File: config.mk
export PLATFORM = sky130hd
export DESIGN_NAME = imm_enc
export DESIGN_NICKNAME = d
export VERILOG_FILES = /design/src/rtl/imm_enc.sv
export SDC_FILE = /design/constraint.sdc
export NUM_CORES = 1
export LEC_CHECK = 0
export CAP_MARGIN = 10
export CORE_MARGIN = 2
export CORE_UTILIZATION = 40
export CTS_BUF_LIST = sky130_fd_sc_hd__clkbuf_4 sky130_fd_sc_hd__clkbuf_8
export DETAILED_ROUTE_END_ITERATION = 10
export HOLD_SLACK_MARGIN = 0.06
export MAX_ROUTING_LAYER = met4
export PLACE_DENSITY = 0.69
export SYNTH_ARGS = -nofsm -noshare
export SYNTH_HDL_FRONTEND = slang
export SYNTH_SLANG_ARGS = --single-unit
File: constraint.sdc
create_clock -name clk -period 6.8 [get_ports clk]
set_input_delay 1.36 -clock clk [delete_from_list [all_inputs] [get_ports clk]]
set_output_delay 1.36 -clock clk [all_outputs]
set_load 0.01 [all_outputs]
File: src/rtl/imm_enc.sv
// RV32I immediate encoder: scatters an immediate into an I/S/B/U/J instruction word,
// range-checks it and queues the result in a small output FIFO. Optional macro: IMMENC_ERR_ZERO_EN.
module imm_enc #(
  parameter int DEPTH     = 2,
  parameter int ERR_CNT_W = 8
) (
  input  logic                 clk,
  input  logic                 rst_n,
  input  logic                 in_valid,
  output logic                 in_ready,
  input  logic [2:0]           fmt,
  input  logic [31:0]          base,
  input  logic [31:0]          imm,
  output logic                 out_valid,
  input  logic                 out_ready,
  output logic [31:0]          out_instr,
  output logic                 out_err,
  output logic [ERR_CNT_W-1:0] err_cnt
);

  localparam int PTR_W = (DEPTH > 1) ? $clog2(DEPTH) : 1;

  localparam logic [2:0] FMT_I = 3'b000;
  localparam logic [2:0] FMT_S = 3'b001;
  localparam logic [2:0] FMT_B = 3'b010;
  localparam logic [2:0] FMT_J = 3'b011;
  localparam logic [2:0] FMT_U = 3'b100;

  logic [31:0] imm_mask;
  logic [31:0] imm_bits;
  logic [31:0] enc_instr;
  logic        enc_err;

  logic [32:0]    mem [DEPTH];
  logic [PTR_W-1:0] wr_ptr;
  logic [PTR_W-1:0] rd_ptr;
  logic [PTR_W:0]   count;
  logic             push;
  logic             pop;

  // Range checks reduce to "all bits above the field's sign bit equal the sign bit".
  always_comb begin
    imm_mask = '0;
    imm_bits = '0;
    enc_err  = 1'b0;
    case (fmt)
      FMT_I: begin
        imm_mask = 32'hFFF0_0000;
        imm_bits = {imm[11:0], 20'b0};
        enc_err  = !((&imm[31:11]) || !(|imm[31:11]));
      end
      FMT_S: begin
        imm_mask = 32'hFE00_0F80;
        imm_bits = {imm[11:5], 13'b0, imm[4:0], 7'b0};
        enc_err  = !((&imm[31:11]) || !(|imm[31:11]));
      end
      FMT_B: begin
        imm_mask = 32'hFE00_0F80;
        imm_bits = {imm[12], imm[10:5], 13'b0, imm[4:1], imm[11], 7'b0};
        enc_err  = !((&imm[31:12]) || !(|imm[31:12])) || imm[0];
      end
      FMT_J: begin
        imm_mask = 32'hFFFF_F000;
        imm_bits = {imm[20], imm[10:1], imm[11], imm[19:12], 12'b0};
        enc_err  = !((&imm[31:20]) || !(|imm[31:20])) || imm[0];
      end
      FMT_U: begin
        imm_mask = 32'hFFFF_F000;
        imm_bits = {imm[31:12], 12'b0};
        enc_err  = |imm[11:0];
      end
      default: begin
        imm_mask = '0;
        imm_bits = '0;
        enc_err  = 1'b1;
      end
    endcase
`ifdef IMMENC_ERR_ZERO_EN
    if (enc_err) imm_bits = '0;
`else
    imm_bits = imm_bits;
`endif
    enc_instr = (base & ~imm_mask) | imm_bits;
  end

  assign in_ready  = (count != (PTR_W+1)'(DEPTH));
  assign out_valid = (count != '0);
  assign push      = in_valid && in_ready;
  assign pop       = out_valid && out_ready;
  assign out_instr = out_valid ? mem[rd_ptr][31:0] : '0;
  assign out_err   = out_valid ? mem[rd_ptr][32] : 1'b0;

  always_ff @(posedge clk) begin
    if (push) mem[wr_ptr] <= {enc_err, enc_instr};
  end

  always_ff @(posedge clk or negedge rst_n) begin
    if (!rst_n) begin
      wr_ptr  <= '0;
      rd_ptr  <= '0;
      count   <= '0;
      err_cnt <= '0;
    end else begin
      if (push) wr_ptr <= wr_ptr + PTR_W'(1);
      if (pop)  rd_ptr <= rd_ptr + PTR_W'(1);
      case ({push, pop})
        2'b10:   count <= count + (PTR_W+1)'(1);
        2'b01:   count <= count - (PTR_W+1)'(1);
        default: count <= count;
      endcase
      if (push && enc_err && (err_cnt != '1)) err_cnt <= err_cnt + ERR_CNT_W'(1);
    end
  end

  // A stalled request must be held unchanged until it is accepted.
  property p_hold_request;
    @(posedge clk) disable iff (!rst_n)
      (in_valid && !in_ready) |=> (in_valid && $stable(fmt) && $stable(base) && $stable(imm));
  endproperty
  a_hold_request: assert property (p_hold_request);

endmodule

# [Word level (Yosys, flattened, before mapping)]
# Memories as Yosys holds them, arrays and structs flattened.
# Index checks and enable logic that the tools add are counted.
[totals] reg_bits=12 ram_bits=66 in_bits=71 out_inout_bits=43 elab_cells=57 memories=1
[mem_list] memory="mem" depth=2 width=33 read_ports=1 rd_ports_with_merged_regs=0 write_ports=1 line_no="34" source="logic [32:0] mem [DEPTH];"
[op_classes] addsub=5 eq_ne=8 mux=8 n_bitwise=3 n_reduce_logical=28
[ops] op="32-bit one-hot mux with 5 select lines" n=1
[ops] op="32-bit one-hot mux with 3 select lines" n=1
[ops] op="32-bit AND" n=1
[ops] op="32-bit 2-to-1 mux" n=1
[ops] op="32-bit NOT" n=1
[ops] op="32-bit bitwise OR" n=1
[ops] op="12-bit OR reduction" n=2
[ops] op="21-bit AND reduction" n=1
[ops] op="21-bit OR reduction" n=1
[ops] op="20-bit AND reduction" n=1
[ops] op="20-bit OR reduction" n=1
[ops] op="12-bit AND reduction" n=1
[ops] op="8-bit by 1-bit adder with 8-bit output (second input constant)" n=1
[ops] op="8-bit inequality test (second input constant)" n=1
[ops] op="3-bit by 2-bit equality test with 1-bit output (second input constant)" n=2
[ops] op="1-bit zero test" n=6
[ops] op="2-bit OR reduction" n=3
[ops] op="1-bit logical OR" n=5
[ops] op="1-bit logical AND" n=4
[ops] op="1-bit one-hot mux with 4 select lines" n=1
[ops] op="2-bit one-hot mux with 2 select lines" n=1
[ops] op="2-bit nonzero test" n=2
[ops] op="3-bit by 1-bit equality test with 1-bit output (second input constant)" n=1
[ops] op="3-bit equality test (second input constant)" n=1
[ops] op="other kinds (8)" n=11

# [Logic depth before layout (Yosys ltp)]
# Gate-level depths: netlist of the first run.
[logic_depth] ltp_word=8 mapped_depth=7 mapped_depth_nobuf=7

# [Worst setup path before layout of the first run]
# No wires, ideal clock.
[synth_timing] path_kind="input port to flip-flop" startpoint="in in_valid" endpoint="mem mem[0][0] (enable)" setup_ns=0.423 arrival_time_ns=2.871 required_ns=6.377 path_slack_ns=3.506 cell_stages=2 n_path_buf=0 path_cell_list="nand2_1 nor2_1"
[synth_via] elab_chain_len=3
[synth_lines] item="start: declaration" line_no="9" source="input logic in_valid,"
[synth_lines] item="1-bit logical AND" line_no="88" source="assign push = in_valid && in_ready;"
[synth_lines] item="1-bit 2-to-1 mux" line_no="94" source="if (push) mem[wr_ptr] <= {enc_err, enc_instr};"
[synth_lines] item="1-bit 2-to-1 mux (not written as such)" line_no="94"
[synth_lines] item="end: declaration" line_no="34"
# No other way between the ends.

# [Worst setup path after layout of the first run]
[layout_timing] startpoint="in fmt[1]" endpoint="reg err_cnt[1]"
[layout_via] elab_chain_len=5 word_cells_on_any_way=9 cone_classes="4 x eq/ne; 1 x mux; 4 x reduce/logical"
[layout_lines] item="start: declaration" line_no="11" source="input logic [2:0] fmt,"
[layout_lines] item="3-bit by 1-bit equality test with 1-bit output / 3-bit zero test (equally long branches)" line_no="46" source="case (fmt)"
[layout_lines] item="2-bit OR reduction (no line)"
[layout_lines] item="1-bit one-hot mux with 4 select lines *" line_no="46"
[layout_lines] item="1-bit logical AND * (2 in series)" line_no="111" source="if (push && enc_err && (err_cnt != '1)) err_cnt <= err_cnt + ERR_CNT_W'(1);"
[layout_lines] item="end signal: assignment" line_no="111"
[layout_lines] item="end: declaration" line_no="18" source="output logic [ERR_CNT_W-1:0] err_cnt"
# Mark *: on every way between the ends. The rest lies on a longest branch, timed or not.
# A chain may end at the register's enable or synchronous reset.

==> results of run 1 <==
-- cell families (layout without fill, tap and decap cells) --
| family | after synthesis | count (layout) | share of synthesized area |
|---|---|---|---|
| DFF | 78 | 78 | 0.5865 |
| muxes | 54 | 54 | 0.1444 |
| and+or+nand+nor | 103 | 103 | 0.1241 |
| xor gates and xnor gates | 13 | 13 | 0.02926 |
| adders and majority gates | 2 | 2 | 0.006430 |
| buffers and inverters | 19 | 132 | 0.01961 |
| AOI/OAI and AO/OA | 50 | 50 | 0.08972 |
-- worst max-delay path by stage --
stage	startpoint	endpoint	slack (ns)	cells after the start
2_1_floorplan	in_valid	mem[0][0]$_DFFE_PP_	3.51	2
3_3_place_gp	fmt[1]	err_cnt[1]$_DFFE_PN0P_	2.66	7
3_5_place_dp	fmt[1]	err_cnt[1]$_DFFE_PN0P_	2.52	7
4_1_cts	fmt[1]	err_cnt[1]$_DFFE_PN0P_	2.91	7
5_1_grt	fmt[1]	err_cnt[1]$_DFFE_PN0P_	2.72	7
6_report	fmt[1]	err_cnt[1]$_DFFE_PN0P_	2.92	7
-- routing by layer --
metal / wire, um / vias up / GRT usage
li1: - / 1397 / -
met1: 4278 / 1407 / 0.2375
met2: 4678 / 95 / 0.3127
met3: 506 / 12 / 0.03186
met4: 140 / 0 / 0.06872
met5: 0 / - / -
-- power by group --
group	leakage, nW	switching [mW]	internal (mW)
clock network	0.104	0.181	0.208
registers	0.757	0.109	0.662
logic	1.10	0.355	0.429
total	1.96	0.646	1.30
-- registers in the layout (all words and copies together) (netlist names) --
name     flops
mem         66
err_cnt      8
count        2
rd_ptr       1
wr_ptr       1
-- Yosys cell counts (3+ instances only) --
| cell | instances |
|---|---|
| clkbuf_1 | 9 |
| buf_2 | 4 |
| o21bai_1 | 4 |
| nand2_1 | 11 |
| nand3_1 | 3 |
| o21ai_0 | 6 |
| buf_1 | 4 |
| a21boi_1 | 3 |
| a22o_1 | 6 |
| nand4_1 | 7 |
| a21oi_1 | 16 |
| xor2_1 | 9 |
| nor2_1 | 60 |
| mux2_2 | 13 |
| mux2i_1 | 40 |
| xnor2_1 | 4 |
| nor4_1 | 6 |
| dfrtp_1 | 12 |
| edfxtp_1 | 66 |
-- cell type report --
class | instances | share of cell area
flip-flops and latches | 78 | 0.4264
multi-input cells | 222 | 0.2883
repair buffers | 114 | 0.2126
well taps | 129 | 0.03014
clock buffers | 9 | 0.02313
clock inverters | 7 | 0.01799
inverters | 2 | 0.001402
-- per-stage QoR --
| stage | power (mW) | std cells | setup WS (ns) | instance area (um^2) | hold WS (ns) |
|---|---|---|---|---|---|
| floorplan | 1.147 | 319 | 3.506 | 3891 | 0.4608 |
| global placement | 1.559 | 545 | 2.664 | 5135 | 0.5002 |
| detailed placement | 1.579 | 545 | 2.521 | 5135 | 0.4982 |
| CTS | 1.965 | 561 | 2.911 | 5355 | 0.5135 |
| global route | 2.054 | 561 | 2.722 | 5355 | 0.5280 |
| finish | 1.945 | 561 | 2.924 | 5355 | 0.5126 |
==> results.sh, run 1 <==
export IMPL_via_count=2911
export IMPL_layout_common_cells="clkdlybuf4s50_1, edfxtp_1, nor2_1"
export IMPL_rows=35
export IMPL_first_pass_iters=4
export IMPL_async_flop_share=0.1538
export IMPL_drt_wirelength_per_cell_um=17.12
export IMPL_yosysUniqueCellTypes=45
export IMPL_clock_latency_ns=0.35
export IMPL_syn_area_um2=3891
export IMPL_multi_input_area_um2=1544
export IMPL_area_delta_synth_final_pct=37.62
export IMPL_post_route_util=0.5741
export IMPL_post_dp_hpwl_um=6660
export IMPL_final_seq_area_um2=2283
export IMPL_numCtsBuffers=9
export IMPL_ant_nets=0
export IMPL_cts_htree_levels=3
export IMPL_max_cap_violations=0
export IMPL_grt_max_degree=35
export IMPL_cp_end_kind="register"
export IMPL_cts_tree="done"
export IMPL_finalHoldViolations=0
export IMPL_fmax_mhz=258.0
export IMPL_yosys_top_cells_area="edfxtp_1, mux2i_1, dfrtp_1"
export IMPL_cp_buffers_inverters=1
export IMPL_syn_num_nets=392
export IMPL_antenna_cells=0
export IMPL_slew_headroom=0.2778
export IMPL_r2r_start="count[0]$_DFFE_PN0P_"
export IMPL_finalCritPeriodShare=0.5701
export IMPL_hold_class="reg2reg"
export IMPL_r2r_cells=8
export IMPL_clkSinkCount=78
export IMPL_grt_pass1_vias=2925
export IMPL_critical_path_max_stage_delay_ns=0.92
export IMPL_crit_arrival_ns=4.11
export IMPL_drv_slew=0
export IMPL_final_net_count=500
export IMPL_peakVddDrop_mv=0.1454
export IMPL_via_per_inst=5.189
export IMPL_setup_tns_ns=0
export IMPL_worstHoldStart="err_cnt[7]$_DFFE_PN0P_"
export IMPL_syn_area_per_cell_um2=12.20
export IMPL_holdPathStages=1
export IMPL_die_x_um=102.6
export IMPL_drive_above_1_share=0.09954
export IMPL_initial_core_util=0.4172
export IMPL_rrSetupSlack_ns=4.61
export IMPL_root_buffer="clkbuf_8"
export IMPL_fillerInstances=792
export IMPL_tightest_slew_ns=1.083
export IMPL_grt_pass1_wl_um=14550
export IMPL_antenna_found_initial=0
export IMPL_path_class="in2reg"
export IMPL_finalClockSkew_ns=0.005498
export IMPL_gr_total_overflow=0
export IMPL_cp_common_cell="nor2_1"
export IMPL_pin_count=114
export IMPL_synth_edff_count=66
export IMPL_cp_max_fo=26
export IMPL_hold_end="err_cnt[7]$_DFFE_PN0P_"
export IMPL_status="finished clean"
export IMPL_yosys_warnings=0
export IMPL_setup_viol_count_final=0
export IMPL_p_per_area_nw_per_um2=363.2
export IMPL_core_area_um2=9328
export IMPL_globalplace_congestion=0.8712
export IMPL_period_needed_ns=3.876
export IMPL_yosysSeqAreaShare=0.5865
export IMPL_post_route_drc_count=0
export IMPL_grtUsageTotal=0.1902
export IMPL_drt_wl_total_um=9604
export IMPL_worstReg2RegEnd="count[1]$_DFFE_PN0P_"
export IMPL_yosysTopAreaCell="edfxtp_1"
export IMPL_die_y_um=102.6
export IMPL_synth_top_area_share=0.5093
export IMPL_io_buffers=113
export IMPL_crit_family="simple AND/OR/NAND/NOR gates"
export IMPL_critPathRequiredTime_ns=7.04
export IMPL_cp_slowest_cell="nor2_1"
export IMPL_rsz0062_at_grt="false"
export IMPL_cts_resized=0
export IMPL_postCtsHoldBufs=0
export IMPL_layout_commonest_cell="clkdlybuf4s50_1"
export IMPL_synth_flop_cell="edfxtp_1"
export IMPL_cts_setup_buffers=0
export IMPL_path_cells="clkdlybuf4s50_1 > nor2_1 > a41o_1 > nor2_1 > a21oi_4 > nand2_2 > mux2_4"
export IMPL_die_area_um2=10530
export IMPL_start_kind="primary input"
export IMPL_clk_pin_slew_worst_paths_ns=0.08
export IMPL_drt_first_iter_violations=125
export IMPL_ys_ff_latch=78
export IMPL_synthCells=319
export IMPL_leakage_nw=1.959
export IMPL_clockBufferDepth=2
Note: power is estimated with default switching activity, not from simulation.
==> inputs of run 2 (changes only) <==
==> constraint.sdc (replaced) <==
create_clock -name clk -period 3.7 [get_ports clk]
set_input_delay 0.74 -clock clk [delete_from_list [all_inputs] [get_ports clk]]
set_output_delay 0.74 -clock clk [all_outputs]
set_load 0.01 [all_outputs]
==> run 2 against run 1 <==
  * Critical path type is now reg2out
  * Worst hold slack improved by 0.0047 ns
  * Clock skew rose by 0.0025 ns
  * Global-route usage rose by 0.068 points
  * Combinational power rose by 98%
  * Highest routed layer unchanged
  * Critical endpoint is now out_instr[20]
==> results.sh, run 2 (same netlist as run 1, synthesis figures left out) <==
export IMPL_status="finished clean"
export IMPL_crit_arrival_ns=2.07
export IMPL_grt_pass1_wl_um=14430
export IMPL_initial_core_util=0.4172
export IMPL_via_per_inst=5.162
export IMPL_hold_class="reg2reg"
export IMPL_path_cells="nor2_2 > buf_12 > nor2_1 > clkdlybuf4s50_1"
export IMPL_cts_htree_levels=3
export IMPL_post_dp_hpwl_um=6850
export IMPL_cp_slowest_cell="clkdlybuf4s50_1"
export IMPL_max_cap_violations=0
export IMPL_clkSinkCount=78
export IMPL_setup_viol_count_final=0
export IMPL_largest_reg_flops=66
export IMPL_die_x_um=102.6
export IMPL_tightest_slew_ns=0.8347
export IMPL_root_buffer="clkbuf_8"
export IMPL_start_kind="register"
export IMPL_place_ws_ns=0.7777
export IMPL_peakVddDrop_mv=0.2930
export IMPL_io_buffers=113
export IMPL_critical_path_max_stage_delay_ns=0.50
export IMPL_cp_buffers_inverters=2
export IMPL_leakage_nw=2.003
export IMPL_fmax_mhz=356.0
export IMPL_grtUsageTotal=0.1908
export IMPL_cp_end_kind="output port"
export IMPL_clk_pin_slew_worst_paths_ns=0.08
export IMPL_post_route_drc_count=0
export IMPL_clockBufferDepth=2
export IMPL_cp_max_fo=25
export IMPL_gr_total_overflow=0
export IMPL_finalClockSkew_ns=0.008045
export IMPL_via_count=2927
export IMPL_critPathRequiredTime_ns=2.96
export IMPL_drt_first_iter_violations=168
export IMPL_finalCritPeriodShare=0.7592
export IMPL_regMostFlops="mem"
export IMPL_setup_slack_ns=0.8910
export IMPL_antenna_found_initial=0
export IMPL_crit_family="buffers and inverters"
export IMPL_die_area_um2=10530
export IMPL_drt_wl_total_um=9412
export IMPL_path_class="reg2out"
export IMPL_rows=35
export IMPL_period_needed_ns=2.809
export IMPL_finalHoldViolations=0
export IMPL_pin_count=114
export IMPL_reg_top3="mem: 66 flops, err_cnt: 8 flops, count: 2 flops"
export IMPL_final_net_count=506
export IMPL_antenna_cells=0
export IMPL_die_y_um=102.6
export IMPL_cts_tree="done"
export IMPL_cts_setup_buffers=0
export IMPL_fillerInstances=803
export IMPL_slew_headroom=0.4435
export IMPL_drive_above_1_share=0.1142
export IMPL_clock_latency_ns=0.35
export IMPL_p_per_area_nw_per_um2=662.0
export IMPL_grt_pass1_vias=2860
export IMPL_layout_common_cells="clkdlybuf4s50_1, edfxtp_1, nor2_1"
export IMPL_numCtsBuffers=9
export IMPL_ant_nets=0
export IMPL_cts_resized=0
export IMPL_drt_wirelength_per_cell_um=16.60
export IMPL_postCtsHoldBufs=0
export IMPL_layout_commonest_cell="clkdlybuf4s50_1"
export IMPL_rsz0062_at_grt="false"
export IMPL_globalplace_congestion=0.8850
export IMPL_drv_slew=0
export IMPL_first_pass_iters=4
export IMPL_grt_max_degree=34
export IMPL_core_area_um2=9328
export IMPL_area_delta_synth_final_pct=39.36
export IMPL_setup_tns_ns=0
run 2: cell count changes in the layout (fill, tap and decap cells not counted), sizes merged:
cell,previous run,this run
buf,1,7
clkbuf,9,10
clkinv,1,3
clkinvlp,2,1
inv,4,2
run 2: where the power goes:
group          internal, mW  total, mW  switching (mW)
Combinational         0.824       1.55           0.722
Clock                 0.386      0.695           0.309
Sequential             1.22       1.35           0.133
Total                  2.43       3.59            1.16
run 2: routing by layer:
layer | part of all wire | track usage | vias to the layer above | wire [um]
met5 | 0 | - | - | 0
met4 | 0.013 | 0.05538 | 0 | 127
met3 | 0.062 | 0.04949 | 9 | 579
met2 | 0.49 | 0.3117 | 108 | 4588
met1 | 0.44 | 0.2348 | 1400 | 4116
li1 | - | - | 1410 | -
run 2: worst paths after layout:
check | from | to | slack [ns] | cells past startpoint
hold reg to reg | count[1]$_DFFE_PN0P_ | count[1]$_DFFE_PN0P_ | 0.52 | 1
setup / recovery | count[0]$_DFFE_PN0P_ | out_instr[20] | 0.89 | 4
max in group asynchronous | rst_n | rd_ptr$_DFFE_PN0P_ | 2.57 | 1
hold / removal | count[1]$_DFFE_PN0P_ | count[1]$_DFFE_PN0P_ | 0.52 | 1
min in group asynchronous | rst_n | count[0]$_DFFE_PN0P_ | 0.74 | 1
setup reg to reg | count[0]$_DFFE_PN0P_ | count[1]$_DFFE_PN0P_ | 1.61 | 7
run 2: worst register-to-register path: cells and delay by family (launching register included):
| family | cells | cell delay (ns) |
|---|---|---|
| DFF | 1 | 0.44 |
| and+or+nand+nor | 3 | 0.80 |
| xor gates and xnor gates | 1 | 0.16 |
| adders and majority gates | 1 | 0.31 |
| buffers and inverters | 2 | 0.31 |
run 2: per-stage QoR:
| stage | cells | instance area (um^2) | total power [mW] | util | hold slack, ns |
|---|---|---|---|---|---|
| final | 567 | 5423 | 3.590 | 0.5814 | 0.5173 |
| after global placement | 551 | 5205 | 2.914 | 0.5580 | 0.5008 |
| after floorplan | 319 | 3891 | 2.107 | - | 0.4444 |
| after global routing | 567 | 5423 | 3.791 | 0.5814 | 0.5501 |
| after CTS | 567 | 5423 | 3.633 | 0.5814 | 0.5219 |
| after detailed placement | 551 | 5205 | 2.934 | 0.5580 | 0.5085 |
run 2: cell type report:
| cell class | count | area (um^2) | share of cell area |
|---|---|---|---|
| inverters | 2 | 7.507 | 0.001384 |
| well taps | 129 | 161.4 | 0.02976 |
| repair buffers | 120 | 1209 | 0.2229 |
| clock buffers | 10 | 131.4 | 0.02423 |
| flip-flops and latches | 78 | 2283 | 0.4211 |
| clock inverters | 6 | 86.33 | 0.01592 |
| multi-input cells | 222 | 1544 | 0.2847 |
